## config.mk

```make
export PLATFORM = sky130hd
export DESIGN_NAME = mem_access_unit
export DESIGN_NICKNAME = d
export VERILOG_FILES = /design/src/rtl/mem_access_unit.sv
export SDC_FILE = /design/constraint.sdc
export NUM_CORES = 1
export LEC_CHECK = 0
export CAP_MARGIN = 30
export CORE_AREA = 3 3 146 148
export DETAILED_ROUTE_END_ITERATION = 8
export DIE_AREA = 0 0 149 151
export DONT_BUFFER_PORTS = 1
export SYNTH_ARGS = -nofsm -noshare
export SYNTH_HDL_FRONTEND = slang
export SYNTH_SLANG_ARGS = --single-unit
```

## constraint.sdc

```tcl
create_clock -name clk -period 2 [get_ports clk]
set_clock_uncertainty 0.1 [all_clocks]
set_input_delay 0.3 -clock clk [delete_from_list [all_inputs] [get_ports clk]]
set_output_delay 0.3 -clock clk [all_outputs]
set_load 0.1 [all_outputs]
```

## src/rtl/mem_access_unit.sv

```systemverilog
// MEM-stage data-memory access unit: issues loads/stores over a ready-handshake bus, stalls
// the pipeline while an access is outstanding. Define MEM_ADDR_CHECK_EN to trap misaligned accesses.
module mem_access_unit #(
   parameter int ADDR_WIDTH = 32,
   parameter int DATA_WIDTH = 32
) (
   input  logic                  clk,
   input  logic                  rst,
   input  logic                  stall_in,
   input  logic                  mem_read_en,
   input  logic                  mem_write_en,
   input  logic [1:0]            mem_size,
   input  logic                  mem_sign_ext,
   input  logic [ADDR_WIDTH-1:0] mem_addr,
   input  logic [DATA_WIDTH-1:0] mem_write_data,
   input  logic [DATA_WIDTH-1:0] result_in,
   input  logic                  write_reg_en_in,
   input  logic [4:0]            write_reg_addr_in,
   input  logic                  write_hilo_en_in,
   input  logic [DATA_WIDTH-1:0] write_hi_data_in,
   input  logic [DATA_WIDTH-1:0] write_lo_data_in,
   output logic                  ram_en,
   output logic [3:0]            ram_write_en,
   output logic [ADDR_WIDTH-1:0] ram_addr,
   output logic [DATA_WIDTH-1:0] ram_write_data,
   input  logic                  ram_ready,
   input  logic [DATA_WIDTH-1:0] ram_read_data,
   output logic                  stall_request,
`ifdef MEM_ADDR_CHECK_EN
   output logic                  addr_error,
`endif
   output logic [DATA_WIDTH-1:0] result_out,
   output logic                  write_reg_en_out,
   output logic [4:0]            write_reg_addr_out,
   output logic                  write_hilo_en_out,
   output logic [DATA_WIDTH-1:0] write_hi_data_out,
   output logic [DATA_WIDTH-1:0] write_lo_data_out
);

   typedef enum logic [1:0] {
      ST_IDLE = 2'd0,
      ST_WAIT = 2'd1,
      ST_DONE = 2'd2
   } state_t;

   state_t                 state_q;
   state_t                 state_d;
   logic [DATA_WIDTH-1:0]  load_buf_q;
   logic [DATA_WIDTH-1:0]  load_buf_d;

   logic                   mem_op;
   logic                   is_store;
   logic                   size_byte;
   logic                   size_half;
   logic                   misaligned;
   logic                   access_go;

   logic [3:0]             strobe;
   logic [DATA_WIDTH-1:0]  lane_wdata;
   logic [7:0]             buf_byte [4];
   logic [15:0]            buf_half [2];
   logic [7:0]             sel_byte;
   logic [15:0]            sel_half;
   logic [DATA_WIDTH-1:0]  load_aligned;

   assign mem_op    = mem_read_en | mem_write_en;
   assign is_store  = mem_write_en & ~mem_read_en;
   assign size_byte = (mem_size == 2'd0);
   assign size_half = (mem_size == 2'd1);

`ifdef MEM_ADDR_CHECK_EN
   assign misaligned = (size_half & mem_addr[0]) |
                       (~size_byte & ~size_half & (mem_addr[1:0] != 2'b00));
   assign addr_error = mem_op & misaligned;
`else
   assign misaligned = 1'b0;
`endif

   assign access_go = mem_op & ~misaligned;

   // Per-lane store strobes, replicated store data and load-buffer byte views.
   // Half accesses select lanes by addr[1] only, so addr[0] never shifts a halfword.
   genvar gi;
   generate
      for (gi = 0; gi < 4; gi++) begin : g_lane
         assign strobe[gi] = size_byte ? (mem_addr[1:0] == 2'(gi)) :
                             size_half ? (mem_addr[1] == 1'(gi / 2)) :
                                         1'b1;
         assign lane_wdata[8*gi +: 8] = size_byte ? mem_write_data[7:0] :
                                        size_half ? mem_write_data[8*(gi % 2) +: 8] :
                                                    mem_write_data[8*gi +: 8];
         assign buf_byte[gi] = load_buf_q[8*gi +: 8];
      end
      for (gi = 0; gi < 2; gi++) begin : g_half
         assign buf_half[gi] = load_buf_q[16*gi +: 16];
      end
   endgenerate

   always_comb begin
      sel_byte     = buf_byte[mem_addr[1:0]];
      sel_half     = buf_half[mem_addr[1]];
      load_aligned = load_buf_q;
      if (size_byte) begin
         load_aligned = {{(DATA_WIDTH-8){mem_sign_ext & sel_byte[7]}}, sel_byte};
      end else if (size_half) begin
         load_aligned = {{(DATA_WIDTH-16){mem_sign_ext & sel_half[15]}}, sel_half};
      end
   end

   always_ff @(posedge clk) begin
      if (rst) begin
         state_q    <= ST_IDLE;
         load_buf_q <= '0;
      end else begin
         state_q    <= state_d;
         load_buf_q <= load_buf_d;
      end
   end

   always_comb begin
      state_d       = state_q;
      load_buf_d    = load_buf_q;
      ram_en        = 1'b0;
      stall_request = 1'b0;
      unique case (state_q)
         ST_IDLE: begin
            if (access_go) begin
               stall_request = 1'b1;
               state_d       = ST_WAIT;
            end
         end
         ST_WAIT: begin
            ram_en        = 1'b1;
            stall_request = 1'b1;
            if (ram_ready) begin
               load_buf_d = ram_read_data;
               state_d    = ST_DONE;
            end
         end
         ST_DONE: begin
            // Hold here while the stage is frozen externally; the access is never re-issued.
            if (!stall_in) begin
               state_d = ST_IDLE;
            end
         end
         default: begin
            state_d = ST_IDLE;
         end
      endcase
   end

   // The EX/MEM register is frozen during WAIT, so bus fields stay stable straight from the inputs.
   assign ram_addr       = {mem_addr[ADDR_WIDTH-1:2], 2'b00};
   assign ram_write_data = lane_wdata;
   assign ram_write_en   = ((state_q == ST_WAIT) && is_store) ? strobe : 4'b0000;

   assign result_out = mem_read_en ? load_aligned : result_in;

`ifdef MEM_ADDR_CHECK_EN
   assign write_reg_en_out = write_reg_en_in & ~(mem_op & misaligned);
`else
   assign write_reg_en_out = write_reg_en_in;
`endif
   assign write_reg_addr_out = write_reg_addr_in;
   assign write_hilo_en_out  = write_hilo_en_in;
   assign write_hi_data_out  = write_hi_data_in;
   assign write_lo_data_out  = write_lo_data_in;

endmodule

```

==> results.cfg <==
[outcome]
status = finished, violations left
violations = negative setup slack

[cts]
path_clk_slew_ps = 50
cts_buffers = 5
cts.htree.levels = 2
cts_tree = yes
clock_latency_ps = 280
cts_root_buf = clkbuf_16
max-clock-path-buffers = 2
cts_sinks = 34

[power]
power_frac_comb = 0.512
p_sw_uw = 1370
powerDensity_nw_per_um2 = 673
p_int_uw = 1670
power.leakage_uw = 0.00160
max-vdd-ir-drop_mv = 0.266
p_sw_frac = 0.450
pwr-share-seq = 0.248
clkPwrFrac = 0.240

[worst_setup_path]
crit_type = flop to output port
cp.required_ps = 1600
setup.worst_path.start_class = flop
end_kind = output port
cp.arrival_ps = 1890
crit_chain = or3_1, a21oi_2, nor4_4, buf_4, a311o_2, buf_12
startpoint = load_buf_q[7]
rr_worst_depth = 5
slowest_delay_ps = 380
crit_fanout = 4
cp_slowest_cell = a311o_2
r2r_start = state_q[1]

[synthesis]
yosysUniqueCellTypes = 34
synth_top_area_frac = 0.241
synth_area_per_cell_sq_um = 7.42
syn_area_sq_um = 3460
yosysWarnings = 0
synth_area_leaders = buf_4, dfxtp_1, nand2_1, mux2i_1, a21oi_1
ys_seq_elements = 34
syn_inst = 466
synth-seq-area-share = 0.197
synth_top_cell_by_area = buf_4

[placement]
hpwl_um = 11300
numPlacedInstances = 660
io_buffers = 0
gp_routability_congestion = 0.765
dpl_cell_area_sq_um = 4230

[sta]
rsz0062_at_grt = yes
drv_slew = 0
worstMarginPinSlew_ps = 569
worst_slack_ps = -286
finalSetupViolCount = 25
hold_viol = 0
period_share = 1.14
fin_crit_ps = 2290
fmax_ghz = 0.437
maxSlewHeadroom = 0.619

[grt]
antenna_found_initial = 4
grtUsageTotal = 0.117
grt_pass1_wl_um = 19100
grt_pass1_vias = 2989
grt_max_degree = 68
grt_overflow_total = 0

[route]
initialDrtViolationCount = 101
drc = 0
antenna_left = 0
firstDrtPassIters = 6
vias = 2999
via_per_inst = 4.44
routedWlPerCell_um = 20.8
wirelength_um = 14100

[final_layout]
final_cell_area_sq_um = 4510
fin_cells = 676
final_common_cell = nand2_1
nNetsFinal = 614
drive_gt1_frac = 0.389
fillers = 2165
antenna_cells = 0
register_area_sq_um = 688
area_delta_synth_final_pct = 30.5
layout_common_cells = nand2_1, buf_12, a21oi_1
multi_input_area_sq_um = 2130

[floorplan]
fp.dieW_um = 149
initial_utilization = 0.171
num_rows = 52
die_h_um = 151
die_area_sq_um = 22500
coreArea_sq_um = 20200
io_pins = 381

[min_path]
holdCritPathClass = input port to flop
min_from = ram_ready
hold_depth = 1

[flow_run]
max_cap_violations = 0
## worst max-delay path, delay by kind of cell, from the launching register on
| family | cells | cell delay [ps] |
|---|---|---|
| buf+inv | 2 | 340 |
| flops | 1 | 300 |
| compound gates | 2 | 560 |
| simple gates | 2 | 400 |
## power groups by stage
| stage | clock, uW | sequential [uW] | combinational (uW) |
|---|---|---|---|
| finish | 729 | 754 | 1550 |
| detailed placement | 0 | 770 | 1530 |
| global placement | 0 | 769 | 1520 |
| floorplan | 0 | 750 | 2210 |
| global route | 769 | 759 | 1610 |
| CTS | 751 | 754 | 1550 |
## cells by family after synthesis
| kind of cell | count (synthesis) | synth area share |
|---|---|---|
| mux | 39 | 0.122 |
| buf+inv | 152 | 0.294 |
| compound gates | 108 | 0.216 |
| other cells | 1 | 0.00109 |
| flops | 34 | 0.197 |
| simple gates | 132 | 0.169 |
## synth_stat cells (all sizes together)
library cell / number
o211ai: 7
o21bai: 1
buf: 123
a31oi: 9
and2: 1
nand2: 75
a22oi: 9
a2111oi: 2
dfxtp: 34
nand2b: 1
nor2b: 18
inv: 9
conb: 1
mux2i: 22
a21o: 1
nand3b: 2
nor3: 1
clkbuf: 20
a2bb2oi: 7
a311o: 16
mux2: 16
a21oi: 39
or3: 1
o21ai: 10
nand3: 9
o22ai: 7
nor2: 23
mux4: 1
nor4: 1
## metal layers
metal	vias up	routed length, um	GRT usage
li1	1377	-	-
met1	1351	4590	0.108
met2	217	6760	0.203
met3	46	2270	0.0829
met4	8	425	0.0398
met5	-	35	0
## final cells by class
cell class,count,area share
Inverter,9,0.00749
Sequential cell,34,0.153
Clock inverter,2,0.00222
Tap cell,270,0.0749
Timing Repair Buffer,75,0.262
Clock buffer,5,0.0277
Multi-Input combinational cell,281,0.473
## worst paths after layout
path / end / slack, ps
worst max-delay path: result_out[25] / -290
worst min-delay path: state_q[0] / 40
worst max register to register: load_buf_q[16] / 490
worst min register to register: load_buf_q[3] / 380
## flip-flops by register name (all words and copies together) (netlist names)
signal / cells
load_buf_q: 32
state_q: 2
## per-stage QoR
stage	TNS, ps	total power [uW]	hold WS [ps]	utilization	worst slack, ps
6_report	-5550	3040	35.2	0.224	-286
5_1_grt	-6930	3130	27.4	0.224	-351
4_1_cts	-6410	3060	2.56	0.220	-326
3_5_place_dp	-2170	2300	277	0.210	-142
3_3_place_gp	-8210	2290	275	0.209	-435
2_1_floorplan	-5060	2960	318	-	-343
## what timing repair did
action / CTS / global route
gates cloned: 1 / 0
setup buffers: 2 / 4
pin swaps: 12 / 14
hold buffers: 1 / 1
endpoints found under the setup margin: 31 / 29
gates resized for setup: 6 / 7
hold endpoints to repair: 33 / 1
No activity file was read; power rests on OpenSTA's default activity.
